--- src/rtl/mem_arbiter.sv ---
// rtl/mem_arbiter.sv - round-robin arbiter sharing one memory port between I-cache and D-cache
// One transaction in flight at a time; the response is routed back to the granted requester.
module mem_arbiter #(
  parameter int PADDR_W = 20,
  parameter int LINE_W  = 128
) (
  input  logic               clk,
  input  logic               rst,
  input  logic               ic_req_en,
  input  logic [PADDR_W-1:0] ic_req_addr,
  output logic               ic_rec_en,
  output logic [PADDR_W-1:0] ic_rec_addr,
  output logic [LINE_W-1:0]  ic_rec_cacheline,
  input  logic               dc_req_en,
  input  logic               dc_req_wen,
  input  logic [PADDR_W-1:0] dc_req_addr,
  input  logic [LINE_W-1:0]  dc_req_wdata,
  output logic               dc_rec_en,
  output logic [PADDR_W-1:0] dc_rec_addr,
  output logic [LINE_W-1:0]  dc_rec_cacheline,
  output logic               dc_wack,
  output logic               mem_req_en,
  output logic               mem_req_wen,
  output logic [PADDR_W-1:0] mem_req_addr,
  output logic [LINE_W-1:0]  mem_req_wdata,
  input  logic               mem_rsp_en,
  input  logic [LINE_W-1:0]  mem_rsp_data,
  output logic               busy
);

  localparam logic [1:0] S_IDLE    = 2'd0;
  localparam logic [1:0] S_ISSUE   = 2'd1;
  localparam logic [1:0] S_WAIT    = 2'd2;
  localparam logic [1:0] S_RESPOND = 2'd3;

  logic [1:0]         state;
  logic               last_dc;
  logic               grant_dc;
  logic               cap_wen;
  logic [PADDR_W-1:0] cap_addr;
  logic               pick_dc;

  // DC wins when it is the only requester, or when both request and IC was served last
  always_comb begin
    pick_dc = dc_req_en && (!ic_req_en || !last_dc);
  end

  always_ff @(posedge clk or posedge rst) begin
    if (rst) begin
      state            <= S_IDLE;
      busy             <= 1'b0;
      last_dc          <= 1'b1;
      grant_dc         <= 1'b0;
      cap_wen          <= 1'b0;
      cap_addr         <= '0;
      ic_rec_en        <= 1'b0;
      ic_rec_addr      <= '0;
      ic_rec_cacheline <= '0;
      dc_rec_en        <= 1'b0;
      dc_rec_addr      <= '0;
      dc_rec_cacheline <= '0;
      dc_wack          <= 1'b0;
      mem_req_en       <= 1'b0;
      mem_req_wen      <= 1'b0;
      mem_req_addr     <= '0;
      mem_req_wdata    <= '0;
    end else begin
      mem_req_en <= 1'b0;
      ic_rec_en  <= 1'b0;
      dc_rec_en  <= 1'b0;
      dc_wack    <= 1'b0;
      case (state)
        S_IDLE: begin
          if (ic_req_en || dc_req_en) begin
            state    <= S_ISSUE;
            busy     <= 1'b1;
            grant_dc <= pick_dc;
            last_dc  <= pick_dc;
            cap_wen  <= pick_dc && dc_req_wen;
            cap_addr <= pick_dc ? dc_req_addr : ic_req_addr;
            // Strobe registered here so it is high exactly during the ISSUE cycle
            mem_req_en   <= 1'b1;
            mem_req_wen  <= pick_dc && dc_req_wen;
            mem_req_addr <= pick_dc ? dc_req_addr : ic_req_addr;
            if (pick_dc) begin
              mem_req_wdata <= dc_req_wdata;
            end
          end
        end
        S_ISSUE: begin
          state <= S_WAIT;
        end
        S_WAIT: begin
          if (mem_rsp_en) begin
            state <= S_RESPOND;
            if (!grant_dc) begin
              ic_rec_en        <= 1'b1;
              ic_rec_addr      <= cap_addr;
              ic_rec_cacheline <= mem_rsp_data;
            end else if (cap_wen) begin
              dc_wack <= 1'b1;
            end else begin
              dc_rec_en        <= 1'b1;
              dc_rec_addr      <= cap_addr;
              dc_rec_cacheline <= mem_rsp_data;
            end
          end
        end
        S_RESPOND: begin
          state <= S_IDLE;
          busy  <= 1'b0;
        end
        default: begin
          state <= S_IDLE;
          busy  <= 1'b0;
        end
      endcase
    end
  end

endmodule

--- config.mk ---
export PLATFORM = sky130hd
export DESIGN_NAME = mem_arbiter
export DESIGN_NICKNAME = d
export VERILOG_FILES = /design/src/rtl/mem_arbiter.sv
export SDC_FILE = /design/constraint.sdc
export NUM_CORES = 1
export LEC_CHECK = 0
export ABC_AREA = 0
export BUFFER_PORTS_ARGS = -buffer_cell sky130_fd_sc_hd__buf_4
export CORE_AREA = 2 2 293 295
export DETAILED_ROUTE_END_ITERATION = 16
export DIE_AREA = 0 0 295 297
export PLACE_DENSITY = 0.47
export REMOVE_ABC_BUFFERS = 1
export SLEW_MARGIN = 20
export SYNTH_ARGS = -nofsm -noshare
export SYNTH_HDL_FRONTEND = slang
export SYNTH_SLANG_ARGS = --single-unit
--- constraint.sdc ---
create_clock -name clk -period 18.6 [get_ports clk]
set_input_delay 3.72 -clock clk [delete_from_list [all_inputs] [get_ports clk]]
set_output_delay 3.72 -clock clk [all_outputs]
set_load 0.01 [all_outputs]
**Yosys cells after proc, flatten, opt, wreduce, memory -nomap -nowiden**

Cells that the tools add are included.

- Flip-flop bits (word level): 454
- Output and inout port bits: 450
- Word-level logic and storage cells: 55
- Input port bits: 302

- Multiplexer cells: 19
- Eq/ne operators: 5
- Bitwise logic cells: 2
- Reduce and logical (&&, ||, !) cells: 14

Operators by type and width:

| operator | number |
|---|---|
| $mux W20 | 1 |
| $mux W1 | 14 |
| $pmux W2 S4 | 1 |
| $reduce_and A2 Y1 | 3 |
| $reduce_and A3 Y1 | 2 |
| $eq A2 B2 Y1 const B | 2 |
| $mux W2 | 2 |
| $ne A2 B2 Y1 const B | 2 |
| $reduce_and A4 Y1 | 1 |
| $eq A2 B1 Y1 const B | 1 |
| $logic_and A1 B1 Y1 | 2 |
| $logic_not A1 Y1 | 2 |
| $logic_not A2 Y1 | 1 |
| $logic_or A1 B1 Y1 | 2 |
| $not A1 Y1 | 2 |
| $pmux W1 S2 | 1 |
| $reduce_bool A2 Y1 | 1 |

**Longest topological paths before layout**

- Word-level depth: 4
- Mapped depth: 9
- Mapped depth without buffers: 6

**Worst setup path before layout**

OpenSTA, ideal clock, no wires.

- Path kind: input -> register
- Start: in mem_rsp_en
- End: reg dc_rec_cacheline[104]
- Setup slack: 13.748 ns
- Data arrival time: 4.727 ns
- Setup time: 0.125 ns
- Stages on the path: 7
- Required time: 18.475 ns
- Buffers on the path: 3
- Cell sequence: nand3_1 -> nand2b_4 -> buf_6 -> inv_4 -> buf_6 -> buf_6 -> mux2_2

- Word-level cells in the longest chain between the ends: 1

RTL lines:

| element | line | source |
|---|---|---|
| start, declared | 26 | `input logic mem_rsp_en,` |
| $reduce_and A4 Y1 (no line) | - |  |
| end signal, assigned | 105 | `dc_rec_cacheline <= mem_rsp_data;` |
| end, declared | 20 | `output logic [LINE_W-1:0] dc_rec_cacheline,` |

Every way passes these cells.
A chain may end at the register's enable or synchronous reset.

==> impl_metrics.yaml <==
clock_network:
  cts_sinks: 454
  postCtsSetupBuffers: 0
  cts_inserted_buffers: 52
  post_cts_hold_buffer_count: 0
  cts-root-to-sink-buffers: 3
  ctsRootBufferMaster: "sky130_fd_sc_hd__clkbuf_16"
  insertion_delay_ns: 0.58
  cts_resized: 0
  cts.htree.levels: 2
  path_clk_slew_ns: 0.05
  cts_tree: "built"
critical_path:
  type_of_destination_of_the_critical_path: "asynchronous set/reset pin"
  cp.required_ns: 19.18
  timing.critical_path.fanout_max: 128
  critical_path.reg2reg.endpoint: "ic_rec_cacheline[126]$_DFFE_PP0P_"
  timing.critical_path.from_type: "primary input"
  r2r_setup_slack_ns: 15.04
  worst_ep_arrival_time_ns: 7.03
  r2r_start: "state[0]$_DFFE_PP0P_"
  r2r_cells: 7
  critical_path_class: "in -> async"
flow_run:
  maxCapViolations: 0
timing:
  clock.fmax_mhz: 155
  final_hold_vios: 0
  slew_viol_final: 0
  unrepaired_setup_endpoints_after_global_routing: "no"
  finalSetupTns_ns: 0
  tightestPinTransition_ns: 1.05
  fin_worst_skew_ns: 0.0176
  final_min_period_over_clock_period: 0.347
  final_period_minus_worst_setup_slack_ns: 6.45
  final-setup-viol-count: 0
  worst_max_slew_margin_expressed_relative_to_the_limit: 0.299
place:
  gp_congestion: 0.821
  numPortBuffers: 751
  post-dp-hpwl_um: 42500
  place_inst: 2895
synthesis:
  synth.ff_latch_count: 454
  netlist_instances: 1045
  yosysWarnings: 0
  synth.lib_cells_used.distinct: 28
  syn_area_per_cell_sq_um: 16.7
  part_of_the_yosys_area_used_for_sequential_elements: 0.649
  synth.cell_area_sq_um: 17500
power:
  cellLeakagePower_uw: 0.0124
  power_per_cell_area_nw_per_um2: 185
  ir_drop_mv: 0.0896
drt:
  detail_route.wirelength_um: 57200
  remaining_drc_errors: 0
  drt_iter0_drc: 453
  viasPerCell: 3.87
  routed_length_per_instance_um: 19.2
  drtPass1Iterations: 4
  via_count: 11500
  final_antenna_net_count: 0
finish:
  flow.area_growth_from_synthesis_pct: 47.4
  post_layout_nonfiller_instances: 2982
  fin_nets: 2111
  layout-drive-gt1-share: 0.679
  num-fill-cells: 8507
  ff_latch_area_sq_um: 11400
  inserted_diodes: 0
  multiInputGateArea_sq_um: 5630
min_path:
  holdPathStages: 1
  timing.hold.worst.start: "dc_rec_cacheline[98]$_DFFE_PP0P_"
  timing.hold.worst_endpoint: "dc_rec_cacheline[98]$_DFFE_PP0P_"
  hold_path_class: "reg -> reg"
global_routing:
  largest_net_degree_at_the_start_of_global_routing: 133
  via_count_of_the_first_global_routing_pass: 12500
  antenna_found_initial: 1
  grt.total_usage: 0.126
  grt-ovfl-total: 0
  global_route_wire_length_before_repair_um: 83500
floorplan:
  floorplan.die_area_sq_um: 87600
  floorplan.initialDensity: 0.207
  core-area_sq_um: 84500
  rows: 107
  chipHeight_um: 297
  die_w_um: 295
  ios: 752
status:
  status: "finished clean"
[worst max path at each step]
stage	start	to	slack, ns	cells past startpoint
after floorplan	rst	busy$_DFFE_PP0P_	2.23	1
after global routing	rst	dc_rec_cacheline[92]$_DFFE_PP0P_	11.59	5
after detailed placement	rst	dc_rec_cacheline[55]$_DFFE_PP0P_	11.33	5
final	rst	ic_rec_cacheline[94]$_DFFE_PP0P_	12.15	5
after CTS	rst	dc_rec_cacheline[94]$_DFFE_PP0P_	11.97	5
after global placement	rst	ic_rec_cacheline[55]$_DFFE_PP0P_	11.47	5
[power by group]
| group | internal (uW) | switching [uW] | leakage [uW] | total (uW) |
|---|---|---|---|---|
| clock | 571 | 404 | 0.000793 | 975 |
| combinational | 1150 | 856 | 0.00617 | 2010 |
| sequential | 1490 | 305 | 0.00541 | 1800 |
[cell type report]
type	instances	share of cell area
clock buffers	75	0.0585
clock inverters	12	0.00354
repair buffers	760	0.222
flip-flops and latches	454	0.441
multi-input cells	528	0.218
well taps	1144	0.0555
inverters	9	0.00179
[critical path, stage by stage]
cell and delay [ns]:
sky130_fd_sc_hd__buf_4 0.13, sky130_fd_sc_hd__inv_8 0.60, sky130_fd_sc_hd__buf_4 0.79, sky130_fd_sc_hd__buf_4 0.78
sky130_fd_sc_hd__buf_4 0.80
[per-stage QoR]
step	util	worst slack, ns	total power (uW)	hold slack (ns)	instance area [sq um]
2_1_floorplan	-	2.23	2730	0.453	17000
3_3_place_gp	0.286	11.47	3820	0.471	24200
3_5_place_dp	0.286	11.33	3860	0.479	24200
4_1_cts	0.305	11.97	4870	0.492	25800
5_1_grt	0.305	11.59	5060	0.506	25800
6_report	0.305	12.15	4780	0.484	25800
[layout by cell type, fill, tap and decap left out, types with 2 or more instances in the layout]
master / n
sky130_fd_sc_hd__a21oi_1: 41
sky130_fd_sc_hd__buf_4: 759
sky130_fd_sc_hd__clkbuf_1: 12
sky130_fd_sc_hd__clkbuf_16: 53
sky130_fd_sc_hd__clkbuf_8: 10
sky130_fd_sc_hd__clkinv_2: 9
sky130_fd_sc_hd__dfrtp_1: 453
sky130_fd_sc_hd__ha_1: 4
sky130_fd_sc_hd__inv_1: 6
sky130_fd_sc_hd__inv_6: 2
sky130_fd_sc_hd__mux2_1: 22
sky130_fd_sc_hd__mux2_2: 323
sky130_fd_sc_hd__mux2_4: 80
sky130_fd_sc_hd__nand2_1: 25
sky130_fd_sc_hd__nand3_1: 2
sky130_fd_sc_hd__nor2_1: 21
[cells in the mapped netlist]
cell                       instances  area, sq um
sky130_fd_sc_hd__buf_4             1         7.51
sky130_fd_sc_hd__mux2_1           22          248
sky130_fd_sc_hd__inv_2             1         3.75
sky130_fd_sc_hd__nor2_1           21         78.8
sky130_fd_sc_hd__ha_1              4         50.1
sky130_fd_sc_hd__mux2_4           80         1200
sky130_fd_sc_hd__or2_1             1         6.26
sky130_fd_sc_hd__a21boi_2          1         11.3
sky130_fd_sc_hd__buf_8             9          135
sky130_fd_sc_hd__buf_2            13         65.1
sky130_fd_sc_hd__o21ai_1           1         5.00
sky130_fd_sc_hd__dfrtp_1         453        11300
sky130_fd_sc_hd__buf_6            23          259
sky130_fd_sc_hd__inv_1             7         26.3
sky130_fd_sc_hd__nor3b_1           1         7.51
sky130_fd_sc_hd__inv_4             1         6.26
sky130_fd_sc_hd__nand2_1          26         97.6
sky130_fd_sc_hd__o21ai_0           1         5.00
sky130_fd_sc_hd__dfstp_2           1         26.3
sky130_fd_sc_hd__nand2b_4          1         13.8
sky130_fd_sc_hd__buf_1             1         3.75
sky130_fd_sc_hd__o32a_1            1         10.0
sky130_fd_sc_hd__a21oi_1          41          205
sky130_fd_sc_hd__clkbuf_1          7         26.3
sky130_fd_sc_hd__nand3_1           2         10.0
sky130_fd_sc_hd__o22a_1            1         8.76
sky130_fd_sc_hd__a21bo_2           1         10.0
sky130_fd_sc_hd__mux2_2          323         3640
[per-layer routing]
layer / global-route usage / wire length, um / vias to the layer above
li1: - / - / 5172
met1: 0.140 / 21300 / 5869
met2: 0.226 / 29900 / 392
met3: 0.0377 / 4150 / 93
met4: 0.0430 / 1780 / 2
met5: 0 / 13 / -
[sequential cells by signal, indices dropped and copies added (netlist names)]
| register | count |
|---|---|
| busy | 1 |
| dc_rec_en | 1 |
| grant_dc | 1 |
| ic_rec_en | 1 |
| cap_addr | 20 |
| dc_rec_cacheline | 128 |
| dc_wack | 1 |
| dc_rec_addr | 20 |
| mem_req_wdata | 128 |
| cap_wen | 1 |
| state | 2 |
| mem_req_en | 1 |
| last_dc | 1 |
| ic_rec_addr | 20 |
| ic_rec_cacheline | 128 |
[kinds of logic (layout without fill, tap and decap cells)]
group	after synthesis	after routing	share of synthesized area
flip-flops	454	454	0.649
multiplexers	425	425	0.291
buffers and inverters	63	856	0.0305
AND/OR/NAND/NOR	52	52	0.0122
AO/OA/AOI/OAI	47	47	0.0146
adder cells (fa/ha/maj)	4	4	0.00286
No activity file was read; power rests on OpenSTA's default activity.
